### src/rtl/mult_arbiter.sv
// mult_arbiter: round-robin sharing of one signed 16x16 multiplier among N_CLI clients.
// Define MULT_ARB_TIMEOUT_EN to enable the per-operation watchdog abort.
module mult_arbiter #(
    parameter int N_CLI          = 4,
    parameter int TIMEOUT_CYCLES = 64
) (
    input  logic                  clk,
    input  logic                  rst,
    input  logic [N_CLI-1:0]      cli_req,
    input  logic [16*N_CLI-1:0]   cli_arg_a,
    input  logic [N_CLI-1:0]      cli_arg_a_parity,
    input  logic [16*N_CLI-1:0]   cli_arg_b,
    input  logic [N_CLI-1:0]      cli_arg_b_parity,
    output logic [N_CLI-1:0]      cli_gnt,
    output logic [N_CLI-1:0]      cli_done,
    output logic [31:0]           cli_result,
    output logic                  cli_result_parity,
    output logic                  cli_parity_error,
    output logic                  cli_timeout,
    output logic [15:0]           mult_arg_a,
    output logic [15:0]           mult_arg_b,
    output logic                  mult_arg_a_parity,
    output logic                  mult_arg_b_parity,
    output logic                  mult_req,
    input  logic                  mult_ack,
    input  logic [31:0]           mult_result,
    input  logic                  mult_result_parity,
    input  logic                  mult_arg_parity_error,
    input  logic                  mult_result_rdy
);
    localparam int PTR_W = $clog2(N_CLI);

    typedef enum logic [1:0] {IDLE, ISSUE, WAIT_RES, RESP} state_t;

    state_t            state_q, state_d;
    logic [PTR_W-1:0]  rr_ptr_q, rr_ptr_d;
    logic [PTR_W-1:0]  owner_q, owner_d;
    logic [N_CLI-1:0]  cli_gnt_q, cli_gnt_d;
    logic [N_CLI-1:0]  cli_done_q, cli_done_d;
    logic [31:0]       cli_result_q, cli_result_d;
    logic              cli_result_parity_q, cli_result_parity_d;
    logic              cli_parity_error_q, cli_parity_error_d;
    logic              cli_timeout_q, cli_timeout_d;
    logic [15:0]       mult_arg_a_q, mult_arg_a_d;
    logic [15:0]       mult_arg_b_q, mult_arg_b_d;
    logic              mult_arg_a_parity_q, mult_arg_a_parity_d;
    logic              mult_arg_b_parity_q, mult_arg_b_parity_d;
    logic              mult_req_q, mult_req_d;

    logic              found;
    logic [PTR_W-1:0]  winner;
    logic [15:0]       sel_a, sel_b;
    logic              sel_a_par, sel_b_par;
    logic              do_capture, do_abort;
    logic              tmo_hit;

`ifdef MULT_ARB_TIMEOUT_EN
    localparam int TMO_W = $clog2(TIMEOUT_CYCLES + 1);
    logic [TMO_W-1:0] tmo_cnt_q, tmo_cnt_d;

    assign tmo_hit = (state_q == ISSUE || state_q == WAIT_RES) &&
                     (tmo_cnt_q == TMO_W'(TIMEOUT_CYCLES - 1));

    always_comb begin
        tmo_cnt_d = tmo_cnt_q;
        if (state_q == IDLE)
            tmo_cnt_d = '0;
        else if (state_q == ISSUE || state_q == WAIT_RES)
            tmo_cnt_d = tmo_cnt_q + 1'b1;
    end

    always_ff @(posedge clk or posedge rst) begin
        if (rst) tmo_cnt_q <= '0;
        else     tmo_cnt_q <= tmo_cnt_d;
    end
`else
    assign tmo_hit = 1'b0;
`endif

    // Two passes: requesters at or above rr_ptr first, then wrap to the low indices.
    always_comb begin
        found     = 1'b0;
        winner    = '0;
        for (int i = 0; i < N_CLI; i++) begin
            if (!found && cli_req[i] && (PTR_W'(i) >= rr_ptr_q)) begin
                found  = 1'b1;
                winner = PTR_W'(i);
            end
        end
        for (int i = 0; i < N_CLI; i++) begin
            if (!found && cli_req[i]) begin
                found  = 1'b1;
                winner = PTR_W'(i);
            end
        end
    end

    always_comb begin
        sel_a     = '0;
        sel_b     = '0;
        sel_a_par = 1'b0;
        sel_b_par = 1'b0;
        for (int i = 0; i < N_CLI; i++) begin
            if (winner == PTR_W'(i)) begin
                sel_a     = cli_arg_a[16*i +: 16];
                sel_b     = cli_arg_b[16*i +: 16];
                sel_a_par = cli_arg_a_parity[i];
                sel_b_par = cli_arg_b_parity[i];
            end
        end
    end

    always_comb begin
        state_d             = state_q;
        rr_ptr_d            = rr_ptr_q;
        owner_d             = owner_q;
        cli_gnt_d           = '0;
        cli_done_d          = '0;
        cli_result_d        = cli_result_q;
        cli_result_parity_d = cli_result_parity_q;
        cli_parity_error_d  = cli_parity_error_q;
        cli_timeout_d       = cli_timeout_q;
        mult_arg_a_d        = mult_arg_a_q;
        mult_arg_b_d        = mult_arg_b_q;
        mult_arg_a_parity_d = mult_arg_a_parity_q;
        mult_arg_b_parity_d = mult_arg_b_parity_q;
        mult_req_d          = mult_req_q;
        do_capture          = 1'b0;
        do_abort            = 1'b0;

        case (state_q)
            IDLE: begin
                if (found) begin
                    mult_arg_a_d        = sel_a;
                    mult_arg_b_d        = sel_b;
                    mult_arg_a_parity_d = sel_a_par;
                    mult_arg_b_parity_d = sel_b_par;
                    mult_req_d          = 1'b1;
                    cli_gnt_d[winner]   = 1'b1;
                    owner_d             = winner;
                    rr_ptr_d            = (winner == PTR_W'(N_CLI - 1)) ? '0 : winner + 1'b1;
                    state_d             = ISSUE;
                end
            end
            ISSUE: begin
                if (mult_ack) begin
                    mult_req_d = 1'b0;
                    if (mult_result_rdy) do_capture = 1'b1;
                    else                 state_d    = WAIT_RES;
                end else if (tmo_hit) begin
                    do_abort = 1'b1;
                end
            end
            WAIT_RES: begin
                if (mult_result_rdy) do_capture = 1'b1;
                else if (tmo_hit)    do_abort   = 1'b1;
            end
            RESP:    state_d = IDLE;
            default: state_d = IDLE;
        endcase

        if (do_capture) begin
            cli_result_d         = mult_result;
            cli_result_parity_d  = mult_result_parity;
            cli_parity_error_d   = mult_arg_parity_error;
            cli_timeout_d        = 1'b0;
            cli_done_d[owner_q]  = 1'b1;
            state_d              = RESP;
        end
        if (do_abort) begin
            mult_req_d           = 1'b0;
            cli_result_d         = '0;
            cli_result_parity_d  = 1'b0;
            cli_parity_error_d   = 1'b0;
            cli_timeout_d        = 1'b1;
            cli_done_d[owner_q]  = 1'b1;
            state_d              = RESP;
        end
    end

    always_ff @(posedge clk or posedge rst) begin
        if (rst) begin
            state_q             <= IDLE;
            rr_ptr_q            <= '0;
            owner_q             <= '0;
            cli_gnt_q           <= '0;
            cli_done_q          <= '0;
            cli_result_q        <= '0;
            cli_result_parity_q <= 1'b0;
            cli_parity_error_q  <= 1'b0;
            cli_timeout_q       <= 1'b0;
            mult_arg_a_q        <= '0;
            mult_arg_b_q        <= '0;
            mult_arg_a_parity_q <= 1'b0;
            mult_arg_b_parity_q <= 1'b0;
            mult_req_q          <= 1'b0;
        end else begin
            state_q             <= state_d;
            rr_ptr_q            <= rr_ptr_d;
            owner_q             <= owner_d;
            cli_gnt_q           <= cli_gnt_d;
            cli_done_q          <= cli_done_d;
            cli_result_q        <= cli_result_d;
            cli_result_parity_q <= cli_result_parity_d;
            cli_parity_error_q  <= cli_parity_error_d;
            cli_timeout_q       <= cli_timeout_d;
            mult_arg_a_q        <= mult_arg_a_d;
            mult_arg_b_q        <= mult_arg_b_d;
            mult_arg_a_parity_q <= mult_arg_a_parity_d;
            mult_arg_b_parity_q <= mult_arg_b_parity_d;
            mult_req_q          <= mult_req_d;
        end
    end

    assign cli_gnt           = cli_gnt_q;
    assign cli_done          = cli_done_q;
    assign cli_result        = cli_result_q;
    assign cli_result_parity = cli_result_parity_q;
    assign cli_parity_error  = cli_parity_error_q;
    assign cli_timeout       = cli_timeout_q;
    assign mult_arg_a        = mult_arg_a_q;
    assign mult_arg_b        = mult_arg_b_q;
    assign mult_arg_a_parity = mult_arg_a_parity_q;
    assign mult_arg_b_parity = mult_arg_b_parity_q;
    assign mult_req          = mult_req_q;
endmodule
### config.mk
export PLATFORM = sky130hd
export DESIGN_NAME = mult_arbiter
export DESIGN_NICKNAME = d
export VERILOG_FILES = /design/src/rtl/mult_arbiter.sv
export SDC_FILE = /design/constraint.sdc
export NUM_CORES = 1
export LEC_CHECK = 0
export ABC_AREA = 0
export BUFFER_PORTS_ARGS = -buffer_cell sky130_fd_sc_hd__buf_2
export CELL_PAD_IN_SITES_DETAIL_PLACEMENT = 1
export CELL_PAD_IN_SITES_GLOBAL_PLACEMENT = 1
export CORE_UTILIZATION = 36
export CTS_CLUSTER_SIZE = 14
export DETAILED_ROUTE_END_ITERATION = 8
export GPL_TIMING_DRIVEN = 0
export MAX_ROUTING_LAYER = met4
export PLACE_DENSITY = 0.94
export RECOVER_POWER = 50
export SLEW_MARGIN = 5
export SYNTH_ARGS = -nofsm -noshare
export SYNTH_HDL_FRONTEND = slang
export SYNTH_SLANG_ARGS = --single-unit
export TNS_END_PERCENT = 20
### constraint.sdc
create_clock -name clk -period 5.39 [get_ports clk]
set_input_delay 0.539 -clock clk [delete_from_list [all_inputs] [get_ports clk]]
set_output_delay 0.539 -clock clk [all_outputs]
set_load 0.05 [all_outputs]
-- After elaboration in Yosys (flattened, before gate mapping)
Cells that the tools add are included.
- word-level logic and storage cells: 110
- input bits: 178
- output and inout port bits: 78
- register bits after elaboration: 83
- eq/ne operators: 11
- reductions and logical operators: 27
- muxes and demuxes: 50
- add/subtract/negate cells: 1
- magnitude comparators: 8
- operators with widths (cell ; number):
    16-bit two-way mux ; 8
    1-bit two-way mux ; 23
    2-bit two-way mux ; 11
    1-bit logical AND ; 13
    4-bit two-way mux ; 3
    3-bit != test (second input constant) ; 3
    2-bit equality test (second input constant) ; 4
    1-bit zero test ; 7
    2-bit by 3-bit less-than comparator with 1-bit output (second input constant) ; 2
    2-bit case mux with 3 select lines ; 1
    1-bit demux with 2-bit select ; 2
    2-bit by 1-bit equality test with 1-bit output (second input constant) ; 2
    1-bit by 2-bit >= comparator with 1-bit output (first input constant) ; 2
    2-bit by 1-bit >= comparator with 1-bit output (second input constant) ; 2
    2-bit >= comparator (first input constant) ; 2
    2-bit zero test ; 2
    2-bit != test (second input constant) ; 2
    1-bit case mux with 2 select lines ; 2
    4-bit AND reduction ; 1
    4-bit nonzero test ; 1
    3-bit AND reduction ; 1
    2-bit by 1-bit adder with 2-bit output (second input constant) ; 1
    2-bit AND reduction ; 1
    2-bit nonzero test ; 1

-- Logic depth before layout (Yosys ltp)
Gate-level depths: netlist (run 1).
- depth in word-level cells: 33
- mapped depth: 9
- depth with buffers taken out: 7

-- Least setup slack after synthesis (run 1)
Ideal clock, no wire load.
- path type: input to register
- from: input cli_req[2]
- to: register mult_arg_b_q[1] (netlist: mult_arg_b[1])
- cell stages on the path: 9
- setup slack: 3.099 ns
- setup time: 0.073 ns
- arrival: 2.218 ns
- buffers on the path: 3
- cells stage by stage: mux2i_1 > nor2_1 > or3_1 > ha_1 > clkbuf_2 > buf_2 > clkbuf_1 > a221o_1 > a2bb2oi_2
- longest elaborated chain between the ends: 24
- elaborated cells between the ends (all ways): 34
- those cells by class: eq/ne (3); mux (16); reduce/logical (15)
- RTL lines (what ; RTL line ; RTL):
    start, declared ; 9 ; input logic [N_CLI-1:0] cli_req,
    1-bit logical AND (2 in series) ; 85 ; if (!found && cli_req[i] && (PTR_W'(i) >= rr_ptr_q)) begin
    1-bit two-way mux ; 85 ;
    1-bit zero test ; 85 ;
    1-bit logical AND (2 in series) ; 85 ;
    1-bit two-way mux ; 85 ;
    1-bit zero test ; 91 ; if (!found && cli_req[i]) begin
    1-bit logical AND ; 91 ;
    1-bit two-way mux ; 91 ;
    [3 not listed] ; - ;
    1-bit zero test ; 91 ;
    1-bit logical AND ; 91 ;
    1-bit two-way mux ; 91 ;
    1-bit zero test ; 91 ;
    1-bit logical AND ; 91 ;
    2-bit two-way mux ; 91 ;
    2-bit zero test ; 104 ; if (winner == PTR_W'(i)) begin
    16-bit two-way mux (4 in series) ; 104 ;
    end signal, assigned ; 208 ; mult_arg_b_q <= mult_arg_b_d;
    end, declared ; 45 ; logic [15:0] mult_arg_b_q, mult_arg_b_d;
Parallel ways exist; a longest one is shown, timed or not.
A chain may end at the register's enable or synchronous reset.

-- Final worst setup path (run 1)
- from: register rr_ptr_q[1]
- to: register mult_arg_b_q[0] (netlist: mult_arg_b[0])
- longest elaborated chain between the ends: 32
- elaborated cells between the ends (all ways): 46
- those cells by class: order compare (4); eq/ne (3); mux (19); reduce/logical (20)
- RTL lines (what ; RTL line ; RTL):
    start, declared ; 36 ; logic [PTR_W-1:0] rr_ptr_q, rr_ptr_d;
    start signal, assigned ; 199 ; rr_ptr_q <= rr_ptr_d;
    1-bit by 2-bit >= comparator with 1-bit output ; 85 ;
    1-bit logical AND ; 85 ;
    1-bit two-way mux ; 85 ;
    1-bit zero test ; 85 ;
    1-bit logical AND (2 in series) ; 85 ;
    1-bit two-way mux ; 85 ;
    1-bit zero test ; 85 ;
    1-bit logical AND (2 in series) ; 85 ;
    [11 not listed] ; - ;
    1-bit zero test ; 91 ;
    1-bit logical AND ; 91 ;
    1-bit two-way mux ; 91 ;
    1-bit zero test ; 91 ;
    1-bit logical AND ; 91 ;
    2-bit two-way mux ; 91 ;
    2-bit zero test ; 104 ;
    16-bit two-way mux (4 in series) ; 104 ;
Parallel ways exist; a longest one is shown, timed or not.

==> results of run 1 <==
-- sequential cells by signal, indices dropped and copies added, names as in the netlist --
signal / flops
rr_ptr_q: 2
cli_parity_error: 1
mult_arg_b: 16
cli_done: 4
mult_req: 1
cli_result: 32
mult_arg_a: 16
mult_arg_b_parity: 1
owner_q: 2
cli_gnt: 4
state_q: 2
mult_arg_a_parity: 1
cli_result_parity: 1
-- worst max-delay path: cells and delay by family, from the launching register on --
kind                     cells  cell delay (ns)
AO/OA/AOI/OAI                2             0.58
AND/OR/NAND/NOR              2             0.51
buffers and inverters        3             0.69
multiplexers                 1             0.23
adder cells (fa/ha/maj)      1             0.22
flip-flops                   1             0.43
-- synth_stat cells --
| cell | instances | area share (%) |
|---|---|---|
| and2_1 | 4 | 0.52 |
| nor3b_1 | 2 | 0.31 |
| mux2i_1 | 1 | 0.21 |
| o211a_1 | 1 | 0.21 |
| inv_1 | 38 | 2.9 |
| nor2b_1 | 2 | 0.26 |
| dfrtp_1 | 83 | 43 |
| a21oi_1 | 69 | 7.1 |
| o41a_1 | 1 | 0.23 |
| o211ai_1 | 2 | 0.31 |
| clkbuf_2 | 1 | 0.10 |
| nor3_1 | 3 | 0.31 |
| mux2_4 | 16 | 5.0 |
| nand3b_1 | 34 | 5.3 |
| a2bb2oi_1 | 1 | 0.18 |
| buf_4 | 6 | 0.93 |
| nor4_4 | 1 | 0.44 |
| o31ai_1 | 1 | 0.16 |
| clkbuf_1 | 11 | 0.85 |
| or2_2 | 1 | 0.13 |
| ha_1 | 8 | 2.1 |
| nor2_1 | 5 | 0.39 |
| a21bo_2 | 1 | 0.21 |
| and3b_1 | 1 | 0.18 |
| and2_4 | 1 | 0.18 |
| or3_1 | 1 | 0.13 |
| o2bb2ai_1 | 1 | 0.18 |
| a221o_1 | 35 | 7.2 |
| mux2_2 | 19 | 4.4 |
| o41ai_4 | 1 | 0.57 |
| o41ai_1 | 1 | 0.18 |
| conb_1 | 1 | 0.078 |
| a221oi_1 | 1 | 0.18 |
| buf_6 | 11 | 2.6 |
| and3_1 | 1 | 0.13 |
| nand2b_1 | 4 | 0.52 |
| a311oi_1 | 1 | 0.18 |
| buf_2 | 11 | 1.1 |
| a21oi_2 | 1 | 0.18 |
| a2bb2oi_2 | 34 | 11 |
| nand2_1 | 4 | 0.31 |
-- placed cells by master (no fill, tap or decap), types with 2 or more instances in the layout --
master,n
nor2_1,5
buf_6,11
a2bb2oi_2,34
nand2_1,4
inv_6,2
nor2b_1,2
nand2b_1,4
buf_4,6
nor3b_1,2
clkbuf_16,9
and2_1,4
o211ai_1,2
clkinv_4,2
a21oi_1,69
buf_2,228
mux2_2,19
ha_1,8
nor3_1,3
diode_2,2
clkbuf_1,49
nand3b_1,34
mux2_4,16
dfrtp_1,83
inv_1,37
a221o_1,35
-- cells by family (layout without fill, tap and decap cells) --
family	Yosys count	after routing	synth area share, %
flip-flops	83	83	42.9
adder cells (fa/ha/maj)	8	8	2.07
other	1	3	0.0775
buffers and inverters	78	349	8.54
AND/OR/NAND/NOR	64	64	9.08
multiplexers	36	36	9.60
AO/OA/AOI/OAI	151	151	27.7
-- final timing paths --
check	start	endpoint	depth (start not counted)
setup / recovery	rr_ptr_q[1]	mult_arg_b[0]	9
hold / removal	mult_result[22]	cli_result[22]	2
setup reg to reg	rr_ptr_q[1]	mult_arg_b[0]	9
hold reg to reg	cli_result[3]	cli_result[3]	1
max in group asynchronous	rst	mult_arg_a[7]	3
min in group asynchronous	rst	cli_result[10]	2
-- metal layers --
metal | track usage (%) | share of wire (%) | wire length (µm)
met2 | 48.5 | 53 | 9440
met3 | 5.28 | 5.6 | 1010
met5 | - | 0 | 0
met4 | 9.70 | 2.8 | 510
met1 | 29.5 | 39 | 6980
-- area by class of cell --
class / count / area [µm²]
clock inverter: 6 / 72.6
timing repair buffer: 255 / 1250
tap: 172 / 215
sequential: 83 / 2080
clock buffer: 10 / 229
inverter: 38 / 144
antenna: 2 / 5.00
buffer: 40 / 270
fill: 1501 / 6270
multi-input combinational: 260 / 2340
-- power breakdown --
group | switching (W) | internal, W | total, W
sequential | 0.000213 | 0.000933 | 0.00115
combinational | 0.00201 | 0.00110 | 0.00311
clock | 0.000263 | 0.000364 | 0.000627
-- through the flow --
stage                     setup slack (ns)  hold slack [ns]  instances  area (µm²)
after CTS                             2.64            0.262        864        6660
after detailed placement              2.35            0.491        848        6350
after global routing                  2.40            0.421        866        6610
after global placement                1.76            0.485        847        6320
after floorplan                       2.71            0.457        421        4840
final                                 2.66            0.432        866        6610
==> results.cfg, run 1 <==
[outcome]
status = complete, but fails checks
violations = max-capacitance violations, max-slew violations

[die]
io_pins = 256
coreArea_um2 = 12900
die_y_um = 118
rows = 41
die_area_um2 = 13900
dieWidth_um = 118
start_util_pct = 37.6

[clock_tree]
ctsResizeCount = 0
clock_path_buffers = 2
cts_inserted_buffers = 9
cts_post_setup_buffers_inserted = 0
postCtsHoldBufs = 0
htree_levels = 3
clkTransAtPathRegs_ns = 0.07
cts_sinks = 83
cts_tree = yes
root_buffer = clkbuf_16
clock_latency_ns = 0.34

[sta]
period_share_pct = 50.7
finalSetupTns_ns = 0
finalHoldViolCount = 0
setup_viol = 0
drv_slew = 38
skew_ns = 0.00944
worst_slew_pin_slew_ns = 1.83
fmax_ghz = 0.366
fin_crit_ns = 2.73
rsz0062_at_grt = false
max_slew_margin_pct = -22.9

[critical_path]
reg2reg_setup_slack_ns = 2.66
end_kind = flip-flop
cp_slowest_stage_delay_ns = 0.43
crit_path_cell_trace = mux2i_1, nor2_1, or3_1, ha_1, clkbuf_2, buf_2, clkbuf_1, a221o_1, a2bb2oi_2
critPathMaxFanout = 10
cp.arrival_ns = 2.99
critPathLaunchType = flip-flop
cp_slowest_cell = dfrtp_1
required_ns = 5.64
worst-setup-path-type = reg2reg

[grt]
grt_pass1_wl_um = 28300
antenna_found_initial = 2
grt_pass1_vias = 5159
overflow = 0
gr-usage-all-layers_pct = 27.0
grt_max_degree = 47

[power_and_ir_drop]
p_per_area_nw_per_um2 = 740
power_w = 0.00489
p_leak_nw = 3.17
ir_drop_uv = 236

[route]
drtIter0Drc = 239
viasPerCell = 5.32
drc = 0
first_pass_iters = 4
wl_um = 17900
avgRoutedWirePerCell_um = 20.7
vias = 4610
ant_nets = 0

[yosys]
synth_area_um2 = 4840
synth_warnings = 0
synth_nets = 607
synth_seq_cells = 83
ys_seq_area_share_pct = 42.9
syn_inst = 421
syn-mean-instance-area_um2 = 11.5
synth_cell_types = 41

[worst_hold_path]
min_path_type = in2reg

[placed_design]
io_buffer_count = 254
place_congestion = 0.880
place_hpwl_um = 14000

[finish]
post_route_cells_drive_above_1_share_pct = 48.7
utilization_pct = 51.3
final_nets = 873
area_growth_pct = 36.7

[run]
max_cap_violations = 1
Note: power is estimated with default switching activity, not from simulation.
==> run 2: changes to the inputs <==
--- a/config.mk
+++ b/config.mk
@@ -9,12 +9,12 @@
 export BUFFER_PORTS_ARGS = -buffer_cell sky130_fd_sc_hd__buf_2
 export CELL_PAD_IN_SITES_DETAIL_PLACEMENT = 1
 export CELL_PAD_IN_SITES_GLOBAL_PLACEMENT = 1
-export CORE_UTILIZATION = 36
+export CORE_UTILIZATION = 30
 export CTS_CLUSTER_SIZE = 14
 export DETAILED_ROUTE_END_ITERATION = 8
 export GPL_TIMING_DRIVEN = 0
 export MAX_ROUTING_LAYER = met4
-export PLACE_DENSITY = 0.94
+export PLACE_DENSITY = 0.84
 export RECOVER_POWER = 50
 export SLEW_MARGIN = 5
 export SYNTH_ARGS = -nofsm -noshare
==> constraint.sdc (replaced) <==
create_clock -name clk -period 2.4 [get_ports clk]
set_input_delay 0.24 -clock clk [delete_from_list [all_inputs] [get_ports clk]]
set_output_delay 0.24 -clock clk [all_outputs]
set_load 0.05 [all_outputs]
==> results.cfg, run 2 (synthesis results as in run 1) <==
[outcome]
status = finished clean

[power_and_ir_drop]
p_per_area_nw_per_um2 = 1630
ir_drop_uv = 567
p_leak_nw = 3.18

[die]
die_y_um = 129
coreArea_um2 = 15800
rows = 46
die_area_um2 = 16600
io_pins = 256
dieWidth_um = 129
start_util_pct = 30.6

[critical_path]
ff2ff_path_depth = 8
worst-setup-path-type = reg2reg
r2r_start = rr_ptr_q[1]
critPathTopFamily = compound AO/OA/AOI/OAI gates
cp.arrival_ns = 2.54
end_kind = flip-flop
critPathMaxFanout = 10
critPathBufInv = 2
cp_slowest_stage_delay_ns = 0.41
critPathLaunchType = flip-flop
reg2reg_setup_slack_ns = 0.13
crit_path_cell_trace = mux2i_1, nor2_2, or3_4, ha_4, buf_6, clkbuf_4, a221o_1, a2bb2oi_2
cp_slowest_cell = dfrtp_2
timing.rr.end = mult_arg_a_parity
crit_cells = 8
required_ns = 2.66

[finish]
largest_register_ff_count = 32
multi_input_comb_area_um2 = 2400
final_nets = 874
layout_common_cells = 222 x buf_2, 82 x dfrtp_1, 68 x a21oi_1
seqCellArea_um2 = 2080
fin_cells = 913
n_fill_cell = 1853
area_growth_pct = 39.6
utilization_pct = 42.7
post_route_cells_drive_above_1_share_pct = 50.5
layout_commonest_cell = buf_2

[sta]
rsz0062_at_grt = false
worst_slew_pin_slew_ns = 1.32
max_slew_margin_pct = 11.8
setup_viol = 0
fin_crit_ns = 2.27
skew_ns = 0.00913
period_share_pct = 94.8
drv_slew = 0
finalHoldViolCount = 0
fmax_ghz = 0.440

[clock_tree]
cts_inserted_buffers = 9
htree_levels = 3
clkTransAtPathRegs_ns = 0.07
clock_path_buffers = 2
cts_sinks = 83
root_buffer = clkbuf_16
cts_tree = yes
clock_latency_ns = 0.34

[grt]
grt_pass1_vias = 4848
gr-usage-all-layers_pct = 21.6
overflow = 0
grt_pass1_wl_um = 25700
antenna_found_initial = 4
grt_max_degree = 55

[placed_design]
io_buffer_count = 254
place_hpwl_um = 13600
place_congestion = 0.791
dp.cells = 892

[worst_hold_path]
min_from = mult_result[22]
holdPathEnd = cli_result[22]
min_path_type = in2reg
whs_path_depth = 2

[route]
drc = 0
avgRoutedWirePerCell_um = 19.0
drtIter0Drc = 131
ant_nets = 0
viasPerCell = 4.97
wl_um = 17400
vias = 4539
first_pass_iters = 4

[run]
max_cap_violations = 0
run 2: cell types whose count changed in the layout (fill, tap and decap cells not counted), moves of 3 or more:
| cell | previous run | this run |
|---|---|---|
| clkinvlp_4 | 1 | 4 |
| clkbuf_4 | 0 | 4 |
| buf_4 | 6 | 10 |
| clkbuf_1 | 49 | 44 |
| buf_2 | 228 | 222 |
run 2: worst max path at each step:
stage	start	end
2_1_floorplan	rst	cli_done[0]
3_3_place_gp	rst	mult_arg_a[5]
3_5_place_dp	cli_req[0]	mult_arg_a[11]
4_1_cts	rr_ptr_q[1]	mult_arg_a_parity
5_1_grt	rr_ptr_q[1]	mult_arg_b[5]
6_report	rr_ptr_q[1]	mult_arg_a_parity
run 2: what timing repair did:
item,4_1_cts,5_1_grt
resized for setup,17,8
hold endpoints to repair,29,0
pin swaps,1,2
endpoints found under the setup margin,36,33
setup buffers,1,1
hold buffers,1,0
run 2: layout make-up:
cell class | count | share of cell area [%]
Antenna cell | 4 | 0.148
Buffer | 38 | 4.36
Clock buffer | 10 | 3.39
Clock inverter | 6 | 0.704
Inverter | 38 | 2.11
Multi-Input combinational cell | 260 | 35.6
Sequential cell | 83 | 30.8
Tap cell | 216 | 4.00
Timing Repair Buffer | 258 | 18.9
run 2: stage by stage:
stage               setup WS, ns  total power (W)  hold WS [ns]  setup TNS, ns  area [µm²]
CTS                       0.0153           0.0111         0.112              0        6750
global placement           -1.10          0.00950         0.473         -96.13        6380
finish                     0.126           0.0110         0.125              0        6750
detailed placement        -0.381          0.00970         0.283          -6.84        6410
global route             0.00262           0.0116         0.119              0        6750
floorplan                 0.0232          0.00788         0.388              0        4840
run 2: power breakdown:
part           internal [W]  switching [W]
sequential          0.00210       0.000460
combinational       0.00257        0.00454
clock              0.000709       0.000603
total               0.00537        0.00560
run 2: per-layer routing:
| layer | vias up | routed length (µm) | global-route usage, % |
|---|---|---|---|
| met3 | 24 | 1030 | 4.53 |
| met2 | 208 | 8820 | 37.6 |
| li1 | 2098 | - | - |
| met5 | - | 0 | - |
| met4 | 0 | 275 | 9.07 |
| met1 | 2209 | 7230 | 23.9 |
==> run 3: changes to the inputs <==
--- a/config.mk
+++ b/config.mk
@@ -16,7 +16,7 @@
 export MAX_ROUTING_LAYER = met4
 export PLACE_DENSITY = 0.84
 export RECOVER_POWER = 50
-export SLEW_MARGIN = 5
+export SLEW_MARGIN = 20
 export SYNTH_ARGS = -nofsm -noshare
 export SYNTH_HDL_FRONTEND = slang
 export SYNTH_SLANG_ARGS = --single-unit
==> constraint.sdc (replaced) <==
create_clock -name clk -period 1.9 [get_ports clk]
set_input_delay 0.19 -clock clk [delete_from_list [all_inputs] [get_ports clk]]
set_output_delay 0.19 -clock clk [all_outputs]
set_load 0.05 [all_outputs]
==> results.cfg, run 3 (synthesis results as in run 1) <==
[grt]
overflow = 0
grt_use_met1_pct = 23.5
top_usage_layer = met2
use_met3_pct = 4.28
grt_pass1_vias = 4946
antenna_found_initial = 1
gr-usage-all-layers_pct = 21.1
grt.met2_usage_pct = 36.6
grt_max_degree = 29
grt_pass1_wl_um = 25600

[outcome]
status = complete, but fails checks
violations = negative setup slack

[route]
ant_nets = 0
viasPerCell = 4.96
drtIter0Drc = 125
vias = 4565
avgRoutedWirePerCell_um = 18.6
first_pass_iters = 4
wl_um = 17100
drc = 0

[finish]
utilization_pct = 44.5
n_fill_cell = 1814
final_nets = 884
layout_common_cells = 251 x buf_2, 82 x dfrtp_1, 66 x a21oi_1
largest_register_ff_count = 32
layout_commonest_cell = buf_2
area_growth_pct = 45.8
multi_input_comb_area_um2 = 2450
seqCellArea_um2 = 2080
post_route_cells_drive_above_1_share_pct = 57.9

[sta]
skew_ns = 0.00957
drv_slew = 0
max_slew_margin_pct = 50.5
fmax_ghz = 0.458
setup_viol = 35
rsz0062_at_grt = true
layout_setup_ws_ns = -0.281
fin_crit_ns = 2.18
period_share_pct = 115
finalHoldViolCount = 0
worst_slew_pin_slew_ns = 0.742

[clock_tree]
cts_inserted_buffers = 9
cts_tree = yes
clkTransAtPathRegs_ns = 0.06
clock_latency_ns = 0.34
cts_sinks = 83
root_buffer = clkbuf_16
htree_levels = 3
clock_path_buffers = 2

[placed_design]
place_hpwl_um = 13100
dp_slack_ns = -0.819
io_buffer_count = 254
place_congestion = 0.774

[die]
die_area_um2 = 16600
dieWidth_um = 129
coreArea_um2 = 15800
start_util_pct = 30.6
rows = 46
die_y_um = 129
io_pins = 256

[worst_hold_path]
min_from = mult_result[10]
min_path_type = in2reg

[critical_path]
required_ns = 2.16
r2r_start = rr_ptr_q[1]
worst-setup-path-type = reg2reg
end_kind = flip-flop
cp.arrival_ns = 2.44
crit_start = rr_ptr_q[1]
critPathLaunchType = flip-flop
critPathMaxFanout = 8

[power_and_ir_drop]
p_per_area_nw_per_um2 = 2050
ir_drop_uv = 735
p_leak_nw = 3.39

[run]
max_cap_violations = 0
## run 3: changes by cell type in the layout (fill, tap and decap cells not counted), moves of 3 or more
cell	delta
clkbuf_1	-36
ha_2	+3
buf_4	+3
buf_2	+29
clkbuf_2	+4
ha_1	-3
buf_8	+7
## run 3: final cells by class
cell class	instances	area share, %
inverter	38	2.04
antenna	2	0.0710
buffer	37	5.16
tap	216	3.83
clock inverter	6	1.03
clock buffer	10	3.25
timing repair buffer	269	20.4
sequential	83	29.5
multi-input combinational	260	34.7
## run 3: path summary, 6_finish.rpt
kind,end,slack (ns),cells after the start
worst min register to register,cli_result[23],0.50,1
max in group asynchronous,cli_result[24],0.15,5
worst min-delay path,cli_result[10],0.08,2
worst max register to register,mult_arg_a[13],-0.28,9
worst max-delay path,mult_arg_a[13],-0.28,9
min in group asynchronous,mult_arg_a[15],0.34,3
## run 3: worst max-delay path, cell delays in order (launching register included)
cell	delay [ns]
dfrtp_2	0.44
nand2b_1	0.20
a21oi_4	0.23
or3_4	0.19
ha_4	0.21
buf_8	0.14
buf_12	0.13
a21oi_2	0.03
a221o_1	0.39
a2bb2oi_2	0.15
## run 3: routing by layer
metal / part of all wire (%) / wire length, µm
met5: 0 / 0
met2: 50 / 8600
met3: 6.0 / 1030
met1: 42 / 7120
met4: 2.0 / 340
## run 3: what timing repair did
| item | 4_1_cts | 5_1_grt |
|---|---|---|
| hold buffers | 1 | 0 |
| gates cloned | 0 | 2 |
| endpoints found under the setup margin | 48 | 65 |
| setup buffers | 6 | 3 |
| pin swaps | 6 | 10 |
| hold endpoints to repair | 6 | 0 |
| resized for setup | 46 | 20 |
## run 3: report_power, final
part,leakage [nW],internal [W],total (W),switching [W]
registers,0.983,0.00265,0.00320,0.000551
clock network,0.137,0.00103,0.00179,0.000760
logic,2.27,0.00367,0.00944,0.00577
total,3.39,0.00735,0.0144,0.00708
## run 3: stage by stage
step | TNS, ns | hold WS [ns] | instances | area (µm²) | total power [W]
after floorplan | -6.13 | 0.338 | 421 | 4840 | 0.00996
after global placement | -21.28 | 0.422 | 891 | 6380 | 0.0119
after detailed placement | -24.04 | 0.139 | 894 | 6450 | 0.0122
after CTS | -7.42 | 0.0681 | 914 | 6970 | 0.0144
after global routing | -16.50 | 0.0654 | 920 | 7050 | 0.0153
final | -7.92 | 0.0824 | 921 | 7050 | 0.0144
